`config.mk`:
```
export PLATFORM = sky130hd
export DESIGN_NAME = iter_arith_cmp
export DESIGN_NICKNAME = d
export VERILOG_FILES = /design/src/rtl/iter_arith_cmp.sv
export SDC_FILE = /design/constraint.sdc
export NUM_CORES = 1
export LEC_CHECK = 0
export CORE_ASPECT_RATIO = 1.25
export CORE_MARGIN = 5
export CORE_UTILIZATION = 33
export DETAILED_ROUTE_END_ITERATION = 7
export SYNTH_ARGS = -nofsm -noshare
export SYNTH_HDL_FRONTEND = slang
export SYNTH_SLANG_ARGS = --single-unit
```
`constraint.sdc`:
```
create_clock -name clk -period 1.6 [get_ports clk]
set_input_delay 0.24 -clock clk [delete_from_list [all_inputs] [get_ports clk]]
set_output_delay 0.24 -clock clk [all_outputs]
set_load 0.01 [all_outputs]
```
`src/rtl/iter_arith_cmp.sv`:
```
// iter_arith_cmp
//   Iterative magnitude comparator. Compares two NBITS-wide operands NDIGIT
//   bits per cycle, MSB-first, and stops at the first differing digit.
//   Signed mode flips the sign bit of both operands at capture so that an
//   unsigned digit-serial compare yields the two's-complement ordering.
//
// Ports
//   clk      in   clock, rising edge
//   reset    in   asynchronous active-high reset
//   in_val   in   request valid
//   in_rdy   out  ready to accept a request (IDLE)
//   in0/in1  in   operands, NBITS wide
//   sign     in   1 = signed compare, 0 = unsigned
//   out_val  out  result valid (DONE)
//   out_rdy  in   consumer accepts result
//   lt/eq/gt out  one-hot result, held while out_val is high
//
// State | Meaning
// IDLE  | waiting for a request, in_rdy high
// CALC  | comparing one digit per cycle
// DONE  | result presented, waiting for out_rdy
module iter_arith_cmp #(
    parameter int NBITS  = 16,
    parameter int NDIGIT = 4
) (
    input  logic             clk,
    input  logic             reset,
    input  logic             in_val,
    output logic             in_rdy,
    input  logic [NBITS-1:0] in0,
    input  logic [NBITS-1:0] in1,
    input  logic             sign,
    output logic             out_val,
    input  logic             out_rdy,
    output logic             lt,
    output logic             eq,
    output logic             gt
);

    localparam int NDIG = NBITS / NDIGIT;
    localparam int CW   = (NDIG > 1) ? $clog2(NDIG) : 1;
    localparam logic [CW-1:0] LAST_DIG = CW'(NDIG - 1);

    typedef enum logic [1:0] {
        S_IDLE = 2'd0,
        S_CALC = 2'd1,
        S_DONE = 2'd2
    } state_t;

    state_t r_state;
    state_t w_next;

    logic [NBITS-1:0]  r_a;
    logic [NBITS-1:0]  r_b;
    logic [CW-1:0]     r_cnt;
    logic              r_lt;
    logic              r_eq;
    logic              r_gt;

    logic [NDIGIT-1:0] w_dig_a;
    logic [NDIGIT-1:0] w_dig_b;
    logic              w_diff;
    logic              w_last;

    // Operands are shifted left after each equal digit, so the digit under
    // test is always the top NDIGIT bits of the working registers.
    assign w_dig_a = r_a[NBITS-1 -: NDIGIT];
    assign w_dig_b = r_b[NBITS-1 -: NDIGIT];
    assign w_diff  = (w_dig_a != w_dig_b);
    assign w_last  = (r_cnt == LAST_DIG);

    always_ff @(posedge clk or posedge reset) begin
        if (reset) begin
            r_state <= S_IDLE;
        end else begin
            r_state <= w_next;
        end
    end

    always_comb begin
        w_next  = r_state;
        in_rdy  = 1'b0;
        out_val = 1'b0;
        case (r_state)
            S_IDLE: begin
                in_rdy = 1'b1;
                if (in_val) begin
                    w_next = S_CALC;
                end
            end
            S_CALC: begin
                if (w_diff || w_last) begin
                    w_next = S_DONE;
                end
            end
            S_DONE: begin
                out_val = 1'b1;
                if (out_rdy) begin
                    w_next = S_IDLE;
                end
            end
            default: begin
                w_next = S_IDLE;
            end
        endcase
    end

    always_ff @(posedge clk or posedge reset) begin
        if (reset) begin
            r_a   <= '0;
            r_b   <= '0;
            r_cnt <= '0;
            r_lt  <= 1'b0;
            r_eq  <= 1'b0;
            r_gt  <= 1'b0;
        end else begin
            case (r_state)
                S_IDLE: begin
                    if (in_val) begin
                        r_a   <= {in0[NBITS-1] ^ sign, in0[NBITS-2:0]};
                        r_b   <= {in1[NBITS-1] ^ sign, in1[NBITS-2:0]};
                        r_cnt <= '0;
                    end
                end
                S_CALC: begin
                    if (w_diff) begin
                        r_lt <= (w_dig_a < w_dig_b);
                        r_gt <= (w_dig_a > w_dig_b);
                    end else if (w_last) begin
                        r_eq <= 1'b1;
                    end else begin
                        r_cnt <= r_cnt + CW'(1);
                        r_a   <= r_a << NDIGIT;
                        r_b   <= r_b << NDIGIT;
                    end
                end
                S_DONE: begin
                    if (out_rdy) begin
                        r_lt <= 1'b0;
                        r_eq <= 1'b0;
                        r_gt <= 1'b0;
                    end
                end
                default: begin
                    r_cnt <= '0;
                end
            endcase
        end
    end

    assign lt = r_lt;
    assign eq = r_eq;
    assign gt = r_gt;

endmodule

```
==> key figures <==
STA
  – Fin crit share: 1.14
  – Hold Slack: 0.298 ns
  – Final setup violation count: 34
  – Worst Tran Pin Value: between 0.2 and 0.3 ns
  – Post-layout min period: between 1.5 and 2 ns
  – Rel. slew slack: 0.818
  – Count of pins over their slew limit: 0
  – Highest clock rate: about 0.55 GHz
  – Setup WS post-layout: -0.223 ns
  – RSZ-0062 raised after global routing: true
  – Final Hold Fails: 0
  – Skew final: between 0.002 and 0.003 ns

Clocking
  – Max clock buf depth: 2
  – CTS tree: built
  – Skew-Pair Late Insertion Delay: approximately 0.28 ns
  – H-tree depth: 2
  – Clock-pin slew on the worst setup and hold paths: around 0.070 ns
  – Clk root buf: clkbuf_8
  – TritonCTS Buffers: 5
  – Clk sink count: 39

Yosys
  – Yosys reg bits: 39
  – XOR/XNOR Fraction of Synth Area: 0.00866
  – Post-synthesis mux area share: 0.00557
  – Post-synth top flop: dfrtp_1
  – Mapped Avg Cell Area: 9.45 um^2
  – Syn_nets: approximately 260
  – Post-Synth Adder-Cell Area: 0.0309
  – Combinational family with the most area after synthesis: compound AO/OA/AOI/OAI gates
  – Seq/Total Area, Yosys: 0.482
  – Cell taking the most area after synthesis: dfrtp_1
  – Asr flop ratio synth: 1.00
  – Ys Warns: 0
  – Synth unique cells: 27
  – Mapped Cells: around 210
  – Yosys top cell area share: 0.482
  – EDFF count, synth: 0
  – Synth Area in Simple Gates: 0.193
  – Synth Area in Compound Gates: 0.199
  – Synth Cell Area: approximately 2000 um^2
  – Synth area leaders: dfrtp_1 (48%), a31oi_2 (12%), nand2_1 (9.5%), nor2_1 (4.5%), buf_6 (3.3%)

Detailed routing
  – First-pass DRT Iterations: 4
  – DRT Wirelength: ~4.9 mm
  – DR WL/cell: between 10 and 15 um
  – Via density: approximately 4.6
  – Vias: between 1.5k and 2k
  – Initial drt markers: 83
  – Drt drc: 0
  – Detail Route Antenna Nets: 0

Pwr
  – VDD IR-drop max: ~0.74 mV
  – Pwr Density: ~2100 nW/um^2
  – Leak Pwr: 1.30 nW

Worst setup path
  – Crit path max fanout: 6
  – Crit start category: register
  – Crit Path Class: reg -> reg
  – Crit end category: register
  – Worst EP arrival: 2.03 ns
  – Data required, critical path: around 1.8 ns

Global routing
  – Total congestion overflow: 0
  – GR Util All Layers: 0.136
  – Largest net degree at the start of global routing: 40
  – Initial antenna violation count: 0
  – Global-route wire length before repair: roughly 8.4 mm
  – Vias in the first global route: between 1.5k and 2k

Placed design
  – Port bufs: 41
  – Area after DPL: approximately 2700 um^2
  – Post-DP HPWL: about 3.0 mm
  – Placer Congestion: slightly above 0.7

Floorplanning
  – Core area: ~6000 um^2
  – Die height: between 90 and 100 um
  – Die X-Extent: about 80 um
  – Boundary Pins: 42
  – Die area: slightly below 8000 um^2
  – Initial core utilization: 0.332
  – Row count: 32

Layout
  – Synth-to-Final Area Change: 56.4%
  – Final #Nets: between 300 and 400
  – Fillers: approximately 580
  – Design Area, Final: 3160 um^2
  – Share of cells above drive strength 1: 0.348
  – ANT cells: 0

Worst hold path
  – Hold Crit Class: in -> async

Run status
  – Failing checks: negative setup slack
  – Status: finished, violations left

Job
  – Max-Cap Viols: 0
## sequential cells by signal, summed over array words and instances, names as in the netlist
| register | flops |
|---|---|
| eq | 1 |
| gt | 1 |
| r_a | 16 |
| r_b | 16 |
| lt | 1 |
| r_state | 2 |
| r_cnt | 2 |
## cells in the mapped netlist, types with 2 or more instances
library cell   n
clkbuf_1       4
a21oi_1        4
xnor2_1        2
inv_1         16
dfrtp_1       39
o211ai_1       2
nand2_1       51
buf_2          4
a31oi_2       19
nor2b_1        2
o21ai_1        6
nand3_1        9
buf_6          6
o21ai_0        6
ha_1           5
a31oi_1        3
nor2_1        24
nand2b_1       3
## final cells by class
cell class	instances	area [um^2]	area share
Timing Repair Buffer	72	841	0.266
Clock buffer	6	82.6	0.0261
Multi-Input combinational cell	145	1090	0.345
Sequential cell	39	977	0.309
Clock inverter	1	5.00	0.00158
Tap cell	85	106	0.0336
Inverter	16	60.1	0.0190
## routing by layer
metal | vias to the layer above | share of wire | GRT usage
li1 | 852 | - | -
met1 | 800 | 0.42 | 0.170
met2 | 32 | 0.52 | 0.228
met3 | 6 | 0.036 | 0.0250
met4 | 0 | 0.020 | 0.0520
met5 | - | 0 | 0
## stage by stage
stage / instances / util / power [mW] / setup WS, ns / setup TNS, ns
floorplan: 214 / - / 3.84 / -0.0351 / -0.762
global placement: 342 / 0.443 / 4.50 / -0.161 / -4.12
detailed placement: 342 / 0.443 / 4.57 / -0.209 / -4.58
CTS: 359 / 0.496 / 6.16 / -0.160 / -4.39
global route: 364 / 0.520 / 7.07 / -0.298 / -9.20
finish: 364 / 0.520 / 6.55 / -0.223 / -5.91
## cell families after synthesis
logic type | count (synthesis)
xor gates and xnor gates | 2
and+or+nand+nor | 92
buffers and inverters | 30
adders and majority gates | 5
muxes | 1
DFF | 39
AOI/OAI and AO/OA | 45
## worst max-delay path, cell delays in order, from the launching register on
cell and delay, ns:
dfrtp_1 0.42, ha_4 0.29, nand4_4 0.12, a221oi_4 0.34, buf_6 0.20, clkbuf_16 0.18, nor2_4 0.04, a31oi_2 0.14
## cells in the final DEF (no fill, tap or decap), types with 2 or more instances in the layout
cell type | netlist | routed
clkbuf_8 | 0 | 6
buf_6 | 6 | 3
a31oi_2 | 19 | 17
o211ai_1 | 2 | 2
xnor2_1 | 2 | 2
a31oi_4 | 0 | 2
buf_16 | 0 | 5
buf_4 | 0 | 16
nor2_2 | 0 | 7
o21ai_0 | 6 | 2
nor2_1 | 24 | 12
inv_1 | 16 | 13
clkdlybuf4s50_1 | 0 | 39
a31oi_1 | 3 | 3
a21oi_1 | 4 | 4
nand3_2 | 0 | 7
nand2b_1 | 3 | 3
o21ai_2 | 0 | 3
o21ai_1 | 6 | 7
ha_4 | 0 | 4
nand2_1 | 51 | 50
nand3_1 | 9 | 2
inv_2 | 0 | 3
dfrtp_1 | 39 | 38
nor2_4 | 0 | 5
buf_12 | 0 | 6
## power breakdown
part	switching [mW]	total, mW	internal [mW]	leakage [nW]
Sequential	0.314	1.77	1.46	0.460
Clock	0.335	0.673	0.338	0.0470
Combinational	1.88	4.10	2.23	0.792
Total	2.53	6.55	4.03	1.30
## timing repair
action,in CTS,in global routing
pin swaps,1,4
endpoints found under the setup margin,36,37
setup buffers,5,5
gates resized for setup,19,27
cloned,5,1
hold buffers,0,0
## worst paths after layout
kind	start	endpoint	slack, ns	cells past startpoint
min in group clk	lt	lt	0.50	2
max in group asynchronous	reset	r_a[13]	1.08	3
min	reset	r_b[7]	0.30	3
min reg2reg	lt	lt	0.50	2
max reg2reg	r_a[15]	r_b[4]	-0.22	7
max	r_a[15]	r_b[4]	-0.22	7
No activity file was read; power rests on OpenSTA's default activity.
